<file path="src/rtl/pc_redirect_ctrl.sv">
// -----------------------------------------------------------------------------
// pc_redirect_ctrl
//
// Purpose:
//   Resolves branches and jumps in the ID stage. When a taken instruction is
//   accepted, the block issues a one-cycle redirect pulse with the registered
//   target, then holds flush high for FLUSH_CYCLES consecutive cycles so the
//   wrong-path instructions fetched behind it are squashed. It also counts
//   taken redirects with a saturating counter.
//
//   The flush window includes the redirect cycle. The instruction presented
//   on the last flush cycle is the first correct-path instruction and is
//   evaluated normally, so back-to-back redirects are FLUSH_CYCLES apart.
//
// Parameters:
//   WIDTH        datapath / PC width
//   FLUSH_CYCLES flush window length in cycles (1..7)
//   CNT_W        redirect counter width
//
// Ports:
//   clk            rising-edge clock
//   rst_n          asynchronous active-low reset
//   valid_in       IF/ID instruction fields are valid
//   stall          ID stage held; instruction not evaluated
//   op             000 none, 001 BEQZ, 010 BNEZ, 011 BLTZ, 100 BGEZ,
//                  101 J, 110 JR, 111 reserved
//   rs             forwarded source register value
//   pc_plus2       PC+2 of the instruction in IF/ID
//   imm_ext        sign-extended displacement
//   redirect_valid one-cycle pulse: load redirect_pc into the PC
//   redirect_pc    registered jump target (held between redirects)
//   flush          squash younger wrong-path instructions
//   busy           FSM is in FLUSH
//   redirect_count saturating count of redirects taken
// -----------------------------------------------------------------------------
module pc_redirect_ctrl #(
    parameter int WIDTH        = 16,
    parameter int FLUSH_CYCLES = 2,
    parameter int CNT_W        = 16
) (
    input  logic             clk,
    input  logic             rst_n,
    input  logic             valid_in,
    input  logic             stall,
    input  logic [2:0]       op,
    input  logic [WIDTH-1:0] rs,
    input  logic [WIDTH-1:0] pc_plus2,
    input  logic [WIDTH-1:0] imm_ext,
    output logic             redirect_valid,
    output logic [WIDTH-1:0] redirect_pc,
    output logic             flush,
    output logic             busy,
    output logic [CNT_W-1:0] redirect_count
);

    typedef enum logic {
        IDLE  = 1'b0,
        FLUSH = 1'b1
    } state_t;

    localparam logic [2:0] OP_BEQZ = 3'b001;
    localparam logic [2:0] OP_BNEZ = 3'b010;
    localparam logic [2:0] OP_BLTZ = 3'b011;
    localparam logic [2:0] OP_BGEZ = 3'b100;
    localparam logic [2:0] OP_J    = 3'b101;
    localparam logic [2:0] OP_JR   = 3'b110;

    // Counter is loaded with FLUSH_CYCLES-1 on the redirect edge, because the
    // redirect cycle itself is the first cycle of the flush window.
    localparam logic [2:0] FLUSH_INIT = 3'(FLUSH_CYCLES - 1);

    state_t           state_reg, state_next;
    logic [2:0]       fcnt_reg, fcnt_next;
    logic             redirect_valid_reg, redirect_valid_next;
    logic [WIDTH-1:0] redirect_pc_reg, redirect_pc_next;
    logic             flush_reg, flush_next;
    logic             busy_reg, busy_next;
    logic [CNT_W-1:0] count_reg, count_next;

    logic             taken;
    logic             accept;
    logic             take;
    logic [WIDTH-1:0] target;

    // Branch condition evaluation
    always_comb begin
        taken = 1'b0;
        case (op)
            OP_BEQZ: taken = (rs == '0);
            OP_BNEZ: taken = (rs != '0);
            OP_BLTZ: taken = rs[WIDTH-1];
            OP_BGEZ: taken = ~rs[WIDTH-1];
            OP_J,
            OP_JR:   taken = 1'b1;
            default: taken = 1'b0;
        endcase
    end

    // Target wraps modulo 2^WIDTH; the carry is simply dropped.
    assign target = (op == OP_JR) ? (rs + imm_ext) : (pc_plus2 + imm_ext);

    // Evaluation is allowed in IDLE, and on the final flush cycle (the return
    // edge), which is what gives exact FLUSH_CYCLES spacing between redirects.
    assign accept = valid_in && !stall &&
                    ((state_reg == IDLE) || (fcnt_reg == 3'd0));
    assign take   = accept && taken;

    // Next-state and registered-output logic
    always_comb begin
        state_next          = state_reg;
        fcnt_next           = fcnt_reg;
        redirect_valid_next = 1'b0;
        redirect_pc_next    = redirect_pc_reg;
        count_next          = count_reg;

        case (state_reg)
            IDLE: begin
                if (take) begin
                    state_next = FLUSH;
                    fcnt_next  = FLUSH_INIT;
                end
            end
            FLUSH: begin
                // Stall is deliberately not consulted here: the window never
                // pauses or stretches.
                if (fcnt_reg == 3'd0) begin
                    if (take) begin
                        state_next = FLUSH;
                        fcnt_next  = FLUSH_INIT;
                    end else begin
                        state_next = IDLE;
                    end
                end else begin
                    fcnt_next = fcnt_reg - 3'd1;
                end
            end
            default: begin
                state_next = IDLE;
                fcnt_next  = 3'd0;
            end
        endcase

        if (take) begin
            redirect_valid_next = 1'b1;
            redirect_pc_next    = target;
            if (count_reg != '1)
                count_next = count_reg + CNT_W'(1);
        end

        flush_next = (state_next == FLUSH);
        busy_next  = (state_next == FLUSH);
    end

    always_ff @(posedge clk or negedge rst_n) begin
        if (!rst_n) begin
            state_reg          <= IDLE;
            fcnt_reg           <= 3'd0;
            redirect_valid_reg <= 1'b0;
            redirect_pc_reg    <= '0;
            flush_reg          <= 1'b0;
            busy_reg           <= 1'b0;
            count_reg          <= '0;
        end else begin
            state_reg          <= state_next;
            fcnt_reg           <= fcnt_next;
            redirect_valid_reg <= redirect_valid_next;
            redirect_pc_reg    <= redirect_pc_next;
            flush_reg          <= flush_next;
            busy_reg           <= busy_next;
            count_reg          <= count_next;
        end
    end

    assign redirect_valid = redirect_valid_reg;
    assign redirect_pc    = redirect_pc_reg;
    assign flush          = flush_reg;
    assign busy           = busy_reg;
    assign redirect_count = count_reg;

endmodule

</file>
<file path="config.mk">
export PLATFORM = sky130hd
export DESIGN_NAME = pc_redirect_ctrl
export DESIGN_NICKNAME = d
export VERILOG_FILES = /design/src/rtl/pc_redirect_ctrl.sv
export SDC_FILE = /design/constraint.sdc
export NUM_CORES = 1
export LEC_CHECK = 0
export ABC_AREA = 1
export CORE_AREA = 2 2 89 91
export DETAILED_ROUTE_END_ITERATION = 8
export DIE_AREA = 0 0 91 93
export PLACE_DENSITY_LB_ADDON = 0.3
export SLEW_MARGIN = 20
export SYNTH_ARGS = -nofsm -noshare
export SYNTH_HDL_FRONTEND = slang
export SYNTH_SLANG_ARGS = --single-unit
</file>
<file path="constraint.sdc">
create_clock -name clk -period 1.7 [get_ports clk]
set_clock_uncertainty 0.15 [all_clocks]
set_input_delay 0.255 -clock clk [delete_from_list [all_inputs] [get_ports clk]]
set_output_delay 0.255 -clock clk [all_outputs]
set_load 0.005 [all_outputs]
</file>
==> results.sh <==
export IMPL_final_max_slew_violation_count=0
export IMPL_ys_flop_type="dfrtp_1"
export IMPL_synth_seq_area_share_pct=29.10
export IMPL_grt_overflow_total=0
export IMPL_areaGrowthSynthToFinish_pct=91.90
export IMPL_fillers=464
export IMPL_clock_tree_root_cell="clkbuf_8"
export IMPL_die_h_um=93
export IMPL_final_setup_tns_ns=-4.926
export IMPL_grt_pass1_vias=3945
export IMPL_stdcell_count=788
export IMPL_setup_viol=33
export IMPL_netlist_top_cells_count="231 x nand2_1, 48 x inv_1, 38 x nor2_1, 37 x dfrtp_1, 31 x nand3_1"
export IMPL_cts_tree="yes"
export IMPL_coreArea_mm2=0.007527
export IMPL_crit_path_max_incr_delay_ns=0.47
export IMPL_rsz0062_at_grt="true"
export IMPL_worst_path_buf_inv=3
export IMPL_finalCoreUtilization_pct=81.12
export IMPL_worst_pin_slew_ns=0.2600
export IMPL_syn_nets=569
export IMPL_grt_pass1_wl_mm=18.06
export IMPL_p_leak_nw=3.342
export IMPL_crit_arrival_ns=2.06
export IMPL_syn_avg_cell_area_um2=6.428
export IMPL_synthArstFlopShare_pct=100.0
export IMPL_clock_fmax_ghz=0.4969
export IMPL_row_count=32
export IMPL_period_minus_slack_ns=2.012
export IMPL_drt_iter0_drc=220
export IMPL_clock_latency_ns=0.29
export IMPL_cts_sinks=37
export IMPL_yosysMostFrequentCell="nand2_1"
export IMPL_powerDensity_mw_per_mm2=794.4
export IMPL_fin_total_pwr_mw=4.851
export IMPL_numCtsBuffers=5
export IMPL_multi_input_area_mm2=0.002788
export IMPL_clkTransAtPathRegs_ns=0.09
export IMPL_synth_top_area_share_pct=29.10
export IMPL_yosysUniqueCellTypes=31
export IMPL_ys_top_cells_by_area="dfrtp_1 29%, nand2_1 27%, ha_1 7.1%"
export IMPL_firstDrtPassIters=5
export IMPL_cp_end_kind="register"
export IMPL_dieArea_mm2=0.008463
export IMPL_hold_buffers=0
export IMPL_cp_top_family="simple AND/OR/NAND/NOR gates"
export IMPL_drc=0
export IMPL_htreeDepth=2
export IMPL_cap_violations=0
export IMPL_failed_checks="setup timing"
export IMPL_ant_nets=0
export IMPL_die_w_um=91
export IMPL_status="finished with violations"
export IMPL_cp_start_kind="input pin"
export IMPL_clk_path_buf_depth=2
export IMPL_crit_top_cell="nand2_1"
export IMPL_final_period_utilization_pct=118.4
export IMPL_vdd_drop_max_uv=436.4
export IMPL_place_gp_congestion=0.9408
export IMPL_wl_per_cell_um=16.07
export IMPL_dpl_hpwl_mm=7.530
export IMPL_synth_warnings=0
export IMPL_port_buffers=89
export IMPL_fin_nets=759
export IMPL_ys_seq_elements=37
export IMPL_crit_type="in2reg"
export IMPL_num_io_pins=90
export IMPL_fin_ws_ns=-0.3124
export IMPL_hold_viol_final=0
export IMPL_max_slew_margin_pct=82.60
export IMPL_diodes=0
export IMPL_wl_mm=12.66
export IMPL_hp_class="in2async"
export IMPL_synth_enable_flop_cells=0
export IMPL_vias=4153
export IMPL_dp_cells=744
export IMPL_grt_max_degree=38
export IMPL_viasPerCell=5.270
export IMPL_synth_area_mm2=0.003182
export IMPL_start_util_pct=42.27
export IMPL_slowest_stage="fa_2"
export IMPL_critPathRequiredTime_ns=1.75
export IMPL_crit_fanout=7
export IMPL_hold_ws_ns=0.1758
export IMPL_yosysTopAreaCell="dfrtp_1"
export IMPL_antenna_found_initial=0
export IMPL_cp_cell_sequence="buf_8 > inv_4 > nand3_4 > buf_6 > nand2_2 > nand2_2 > fa_2 > nand2_1 > nand3b_1 > nand2_2 > nand2_1 > nand2_1 > nand2_1 > nand2_1 > nand2_1"
export IMPL_track_usage_pct=26.27
export IMPL_layout_drive_gt1_share_pct=40.96
export IMPL_synthCells=495
export IMPL_final_seq_area_um2=925.9
==> where the power goes <==
| part | internal [mW] | total, mW | switching, mW |
|---|---|---|---|
| Combinational | 1.46 | 2.70 | 1.24 |
| Sequential | 1.15 | 1.36 | 0.208 |
| Clock | 0.439 | 0.788 | 0.349 |
| Total | 3.05 | 4.85 | 1.80 |
==> routing by layer <==
layer / routed length [µm] / part of all wire, % / GRT usage (%)
met1: 4716 / 37 / 29.82
met2: 6766 / 53 / 49.69
met3: 641 / 5.1 / 3.062
met4: 537 / 4.2 / 11.11
met5: 0 / 0 / 0
==> final cells by class <==
cell class                 count  area share, %
tap                          102          2.090
clock inverter                 3         0.7582
timing repair buffer         191          31.27
inverter                      53          3.729
timing repair inverter         2         0.2049
clock buffer                   5          1.127
sequential                    37          15.16
multi-input combinational    395          45.66
==> kinds of logic (layout without fill, tap and decap cells) <==
family | Yosys count | after routing | synth area share, %
compound gates | 16 | 16 | 2.753
xor+xnor | 19 | 19 | 5.230
fa+ha+maj | 19 | 19 | 7.708
buf+inv | 64 | 254 | 8.611
flops | 37 | 37 | 29.10
simple gates | 340 | 341 | 46.60
==> layout by cell type, fill, tap and decap left out, types with 8 or more instances in the layout <==
cell	instances
nor2_2	9
nand2_4	25
ha_4	16
buf_4	79
inv_2	8
nand3_1	17
nand2_2	59
inv_1	39
dlymetal6s2s_1	28
dfrtp_1	37
nor2_1	24
nand4_1	21
xnor2_1	9
clkdlybuf4s50_1	55
nand3_2	11
buf_6	13
nand2_1	148
==> worst paths after layout <==
kind	startpoint	cells after the start	end	slack, ns
max in group asynchronous	rst_n	2	redirect_pc[7]	1.02
min	rst_n	2	redirect_count[5]	0.18
max reg2reg	fcnt_reg[1]	12	redirect_pc[13]	-0.12
max	op[0]	15	redirect_pc[14]	-0.31
min in group clk	pc_plus2[0]	6	redirect_pc[0]	0.30
min reg2reg	redirect_pc[11]	2	redirect_pc[11]	0.34
==> stage by stage <==
step	worst slack, ns	cell area, µm²
after floorplan	-0.4081	3392
after global placement	-0.8929	4878
after detailed placement	-0.9024	4878
after CTS	-0.2099	5628
after global routing	-0.4241	6106
final	-0.3124	6106
==> worst reg2reg max path, delay by kind of cell, from the launching register on <==
kind                       cells  cell delay (ns)
and+or+nand+nor                6             0.51
buffers and inverters          4             0.47
DFF                            1             0.41
adders and majority gates      1             0.12
AOI/OAI and AO/OA              1             0.07
==> timing repair <==
item,in CTS,in global routing
pin swaps,56,79
gates resized for setup,121,114
buffers inserted,16,16
setup endpoints to repair,39,52
cloned,6,0
(Power assumes the default switching activity.)
